## src/rtl/encoder_speed_sampler.sv

```systemverilog
// rtl/encoder_speed_sampler.sv - windowed speed sampler for a quadrature decoder count (optional ENC_POS_ACCUM_EN)
module encoder_speed_sampler #(
    parameter int WINDOW_CYCLES = 100000,
    parameter int STALL_WINDOWS = 8
) (
    input  logic        clk,
    input  logic        rst,
    input  logic        en,
    input  logic [15:0] cnter,
    input  logic        dir,
    input  logic        up_of,
    input  logic        down_of,
    output logic        enc_clr,
    output logic [15:0] speed,
    output logic        speed_dir,
    output logic        speed_sat,
    output logic        speed_valid,
    input  logic        speed_ready,
    output logic        overrun,
    output logic        stall,
    output logic [31:0] pos
);

    localparam logic [23:0] TIMER_LAST = 24'(WINDOW_CYCLES - 1);
    localparam logic [7:0]  STALL_MAX  = 8'(STALL_WINDOWS);

    typedef enum logic {IDLE, RUN} state_t;

    state_t      state, state_next;
    logic [23:0] timer;
    logic [7:0]  zero_cnt;
    logic        win_sat;
    logic        en_q;
    logic        capture;

    // State register
    always_ff @(posedge clk) begin
        if (rst) state <= IDLE;
        else     state <= state_next;
    end

    // Next state, decoder clear and capture strobe; a window only captures while still enabled
    always_comb begin
        state_next = state;
        enc_clr    = 1'b0;
        capture    = 1'b0;
        case (state)
            IDLE: begin
                if (en) state_next = RUN;
            end
            RUN: begin
                enc_clr = (timer != TIMER_LAST) && !rst;
                capture = en && (timer == TIMER_LAST);
                if (!en) state_next = IDLE;
            end
            default: state_next = IDLE;
        endcase
    end

    // Window timer and saturation flag accumulated across the window
    always_ff @(posedge clk) begin
        if (rst || state != RUN || !en) begin
            timer   <= '0;
            win_sat <= 1'b0;
        end else if (timer == TIMER_LAST) begin
            timer   <= '0;
            win_sat <= 1'b0;
        end else begin
            timer   <= timer + 24'd1;
            win_sat <= win_sat | up_of | down_of;
        end
    end

    // Sample register, handshake and sticky overrun
    always_ff @(posedge clk) begin
        if (rst) begin
            speed       <= '0;
            speed_dir   <= 1'b0;
            speed_sat   <= 1'b0;
            speed_valid <= 1'b0;
            overrun     <= 1'b0;
            en_q        <= 1'b0;
        end else begin
            en_q <= en;
            if (capture) begin
                speed       <= cnter;
                speed_dir   <= dir;
                speed_sat   <= win_sat | up_of | down_of;
                speed_valid <= 1'b1;
            end else if (speed_valid && speed_ready) begin
                speed_valid <= 1'b0;
            end
            if (en_q && !en)
                overrun <= 1'b0;
            else if (capture && speed_valid && !speed_ready)
                overrun <= 1'b1;
        end
    end

    // Consecutive zero-speed window counter; cleared when sampling stops
    always_ff @(posedge clk) begin
        if (rst || (state == RUN && !en)) begin
            zero_cnt <= '0;
        end else if (capture) begin
            if (cnter != 16'd0)
                zero_cnt <= '0;
            else if (zero_cnt != STALL_MAX)
                zero_cnt <= zero_cnt + 8'd1;
        end
    end

    assign stall = (zero_cnt == STALL_MAX);

`ifdef ENC_POS_ACCUM_EN
    // Position accumulator, wraps modulo 2^32 and holds through IDLE
    always_ff @(posedge clk) begin
        if (rst)          pos <= '0;
        else if (capture) pos <= pos + {{16{cnter[15]}}, cnter};
    end
`else
    assign pos = 32'd0;
`endif

endmodule

```

## config.mk

```make
export PLATFORM = sky130hd
export DESIGN_NAME = encoder_speed_sampler
export DESIGN_NICKNAME = d
export VERILOG_FILES = /design/src/rtl/encoder_speed_sampler.sv
export SDC_FILE = /design/constraint.sdc
export NUM_CORES = 1
export LEC_CHECK = 0
export ABC_AREA = 1
export CORE_UTILIZATION = 45
export DETAILED_ROUTE_END_ITERATION = 8
export PLACE_DENSITY = 0.86
export SLEW_MARGIN = 20
export SYNTH_ARGS = -nofsm -noshare
export SYNTH_HDL_FRONTEND = slang
export SYNTH_SLANG_ARGS = --single-unit
```

## constraint.sdc

```tcl
create_clock -name clk -period 3.9 [get_ports clk]
set_input_delay 0.78 -clock clk [delete_from_list [all_inputs] [get_ports clk]]
set_output_delay 0.78 -clock clk [all_outputs]
set_load 0.005 [all_outputs]
```

Word level (Yosys, flattened, before mapping)
Index checks and enable logic that the tools add are counted.

storage, ports and cells
  bits in read-only memories = 0
  output and inout port bits = 54
  bits in writable memories = 0
  memories = 0
  word-level logic and storage cells = 45
  input bits = 23
  register bits after elaboration = 55
  latch bits = 0

cells by class
  bitwise logic cells = 3
  mux-type cells = 7
  reductions and logical operators = 19
  add/sub/neg operators = 2
  equality and inequality tests = 4
  magnitude comparators = 0
  div/mod/pow operators = 0
  shift operators = 0
  multipliers = 0

operator list
  operator               count
  $add 24x1->24 const B  1
  $eq 24x17->1 const B   1
  $ne 24x17->1 const B   1
  $mux 8                 2
  $reduce_bool 16->1     1
  $add 8x1->8 const B    1
  $eq 8x4->1 const B     1
  $ne 8x4->1 const B     1
  $logic_and 1x1->1      7
  $mux 1                 5
  $reduce_bool 2->1      2
  $reduce_or 2->1        2
  $logic_not 1->1        3
  $logic_or 1x1->1       3
  $or 1x1->1             2
  $reduce_and 2->1       1
  $not 1->1              1

Logic depth before layout (Yosys ltp)
  word-level depth = 5
  depth in mapped cells = 11
  gate-level depth less buffers = 10

Worst setup path before layout
Ideal clock, no wire load.

  path type = input port to output port
  start = in rst
  end = out enc_clr
  stages = 4
  arrival = 1,286 ps
  data required time = 3,120 ps
  slack = 1,834 ps
  path through = inv_1 -> clkbuf_1 -> nand3_1 -> inv_1

between the ends
  longest elaborated chain between the ends = 3

RTL lines
  item                RTL line  RTL
  start: declaration  7         input logic rst,
  $logic_not 1->1     52        enc_clr = (timer != TIMER_LAST) && !rst;
  $logic_and 1x1->1   52
  $mux 1              47        case (state)
  end: declaration    13        output logic enc_clr,

Every way passes these cells.

Final worst setup path
  start = reg timer[0]
  end = out enc_clr

between the ends
  longest elaborated chain between the ends = 3

RTL lines
  item                      RTL line  RTL
  start: declaration        30        logic [23:0] timer;
  start signal: assignment  69        timer <= timer + 24'd1;
  $ne 24x17->1              52
  $logic_and 1x1->1         52
  $mux 1                    47

Every way passes these cells.

==> run_results.csv <==
group,metric,value,unit
global_route,grt_pass1_wl,9.922,mm
synthesis,syn_area,2805,um^2
critical_path,setup.worst_path.start_class,"flip-flop",
clocking,cts_inserted_buffers,5,
sta,finalHoldViolations,0,
clocking,tritoncts,"built",
global_route,grt_usage,0.1904,
global_route,grt_pass1_vias,2301,
sta,timing.fmax,0.3549,GHz
clocking,clk_path_buf_depth,2,
clocking,cts_resized,0,
synthesis,ys_seq_area_frac,0.3854,
clocking,root_buffer,"clkbuf_8",
global_route,grt_antenna_before_repair,0,
worst_hold_path,hold_depth,1,
synthesis,synthCells,397,
critical_path,crit_type,"reg2out",
cells_and_area,fin_nets,468,
synthesis,ys_seq_elements,54,
critical_path,end_kind,"primary output",
routing,avgViaCountPerCell,4.969,
floorplanning,coreArea,5956,um^2
routing,routed-via-count,2574,
routing,first_iter_violations,162,
routing,drt-wirelength-per-cell,11.52,um
clocking,cts_max_level,2,
cells_and_area,design_area,3324,um^2
floorplanning,fp.dieW,80.96,um
sta,rsz0062_at_grt,"false",
clocking,cts.sinks,54,
synthesis,yosysWarnings,0,
power_and_ir_drop,power.density,318.6,nW/um^2
placement,finalWeightedCongestion,0.8425,
floorplanning,die_area,6554,um^2
global_route,grt_max_degree,32,
clocking,post_cts_buffers,0,
cells_and_area,area_growth,18.51,%
sta,whs,0.4668,ns
clocking,clkTransAtPathRegs,0.09,ns
clocking,ctsHoldBuffers,0,
synthesis,synth_area_per_cell,7.066,um^2
critical_path,required,3.12,ns
placement,place_area,3182,um^2
cells_and_area,final_util,0.5582,
routing,drtAntennaViolNets,0,
critical_path,crit_arrival,2.04,ns
synthesis,yosysUniqueCellTypes,30,
critical_path,reg2regPathDepth,8,
power_and_ir_drop,peakVddDrop,0.2382,mV
cells_and_area,final_cells,518,
floorplanning,initial_core_util,0.4710,
sta,min_period_over_period,0.7224,
critical_path,cp_max_fo,5,
floorplanning,die_h,80.96,um
cells_and_area,antenna_cells,0,
floorplanning,io_pins,77,
routing,drt-pass1-iter-count,4,
placement,dp_hpwl,4.497,mm
placement,dp_cells,510,
sta,worst_pin_slew,0.7009,ns
power_and_ir_drop,total_power,1.059,mW
sta,slew_violations,0,
placement,dp_slack,1.104,ns
clocking,clk_latency,0.30,ns
sta,timing.final.ws_setup,1.083,ns
flow_run,cap_violations,0,
global_route,overflow,0,
routing,drt_wl_total,5.967,mm
sta,fin_skew,0.004531,ns
cells_and_area,fill_cells,555,
worst_hold_path,worstHoldPathType,"reg2reg",
sta,relSlewSlack,0.5310,
routing,drc,0,
run_status,status,"complete, no violations",
placement,port_buffers,44,
cells_and_area,drive_above_1_share,0.05418,
sta,setup_tns,0,ns
sta,period_minus_slack,2.817,ns
power_and_ir_drop,leakagePower,1.327,nW
sta,finalSetupViolCount,0,
floorplanning,row_count,28,
metal layers:
layer	GRT usage	up-vias	wire (um)
li1	-	1298	-
met1	0.2429	1159	2596
met2	0.3143	110	2860
met3	0.03820	7	431
met4	0.07321	0	78
met5	0	-	0
sequential cells by signal, indices dropped and copies added, names as in the netlist:
register / count
overrun: 1
speed: 16
speed_dir: 1
speed_sat: 1
speed_valid: 1
state: 1
timer: 24
win_sat: 1
zero_cnt: 8
cells in the final DEF, fill, tap and decap left out, types with 3 or more instances in the layout:
master and count:
nand3_1 23, clkdlybuf4s50_1 44, ha_1 3, a21oi_1 23, nor2_1 71, nor2_2 6
clkbuf_8 6, inv_1 49, dfxtp_1 54, conb_1 32, nor3b_1 5, nand3b_1 3
nand2_1 51, o21ai_0 28, nor3_1 13, xor2_1 3, nand4_1 9
cell type report:
cell class | instances | area (um^2) | area share
Clock buffer | 6 | 82.58 | 0.02484
Clock inverter | 2 | 60.06 | 0.01807
Inverter | 51 | 191.4 | 0.05758
Multi-Input combinational cell | 284 | 1360 | 0.4091
Sequential cell | 54 | 1081 | 0.3252
Tap cell | 75 | 93.84 | 0.02823
Timing Repair Buffer | 46 | 455.4 | 0.1370
report_power, final:
group / leakage, nW / total (mW) / internal (mW) / switching (mW)
Sequential: 0.435 / 0.553 / 0.552 / 0.000858
Clock: 0.0714 / 0.454 / 0.274 / 0.180
Combinational: 0.821 / 0.0522 / 0.0256 / 0.0267
Total: 1.33 / 1.06 / 0.851 / 0.208
worst max-delay path: stages (launching register included):
cell and delay, ns:
dfxtp_1 0.37, ha_1 0.25, nand3_1 0.21, nor2_2 0.21, nand3_4 0.12, nand3_1 0.10
inv_1 0.04, clkdlybuf4s50_1 0.44
cell families after synthesis:
logic type,count (synthesis),share of synthesized area
buf+inv,90,0.1713
simple gates,189,0.3122
other cells,1,0.001337
fa+ha+maj,3,0.01338
xor+xnor,5,0.01561
flops,54,0.3854
compound gates,55,0.1008
worst paths after layout:
check	startpoint	end	slack, ns
max reg2reg	timer[0]	zero_cnt[2]	1.45
min reg2reg	timer[0]	timer[0]	0.47
max	timer[0]	enc_clr	1.08
min	timer[0]	timer[0]	0.47
synth_stat cells, drive strengths merged:
library cell  instances  area [um^2]
conb                  1        3.750
nand3b                3        22.52
xor2                  3        26.28
buf                  38        285.3
a21oi                23        115.1
nor3b                 5        37.54
o21ai                28        140.1
nand4                 9        56.30
clkbuf                1        3.750
o21a                  1        7.510
inv                  51        191.4
a211oi                1        7.510
ha                    3        37.54
nand2                53        203.9
dfxtp                54         1081
xnor2                 2        17.52
a31oi                 2        12.51
nor4                  2        12.51
nor2                 79        335.3
nand3                25        142.6
nor3                 13        65.06
Note: power is estimated with default switching activity, not from simulation.
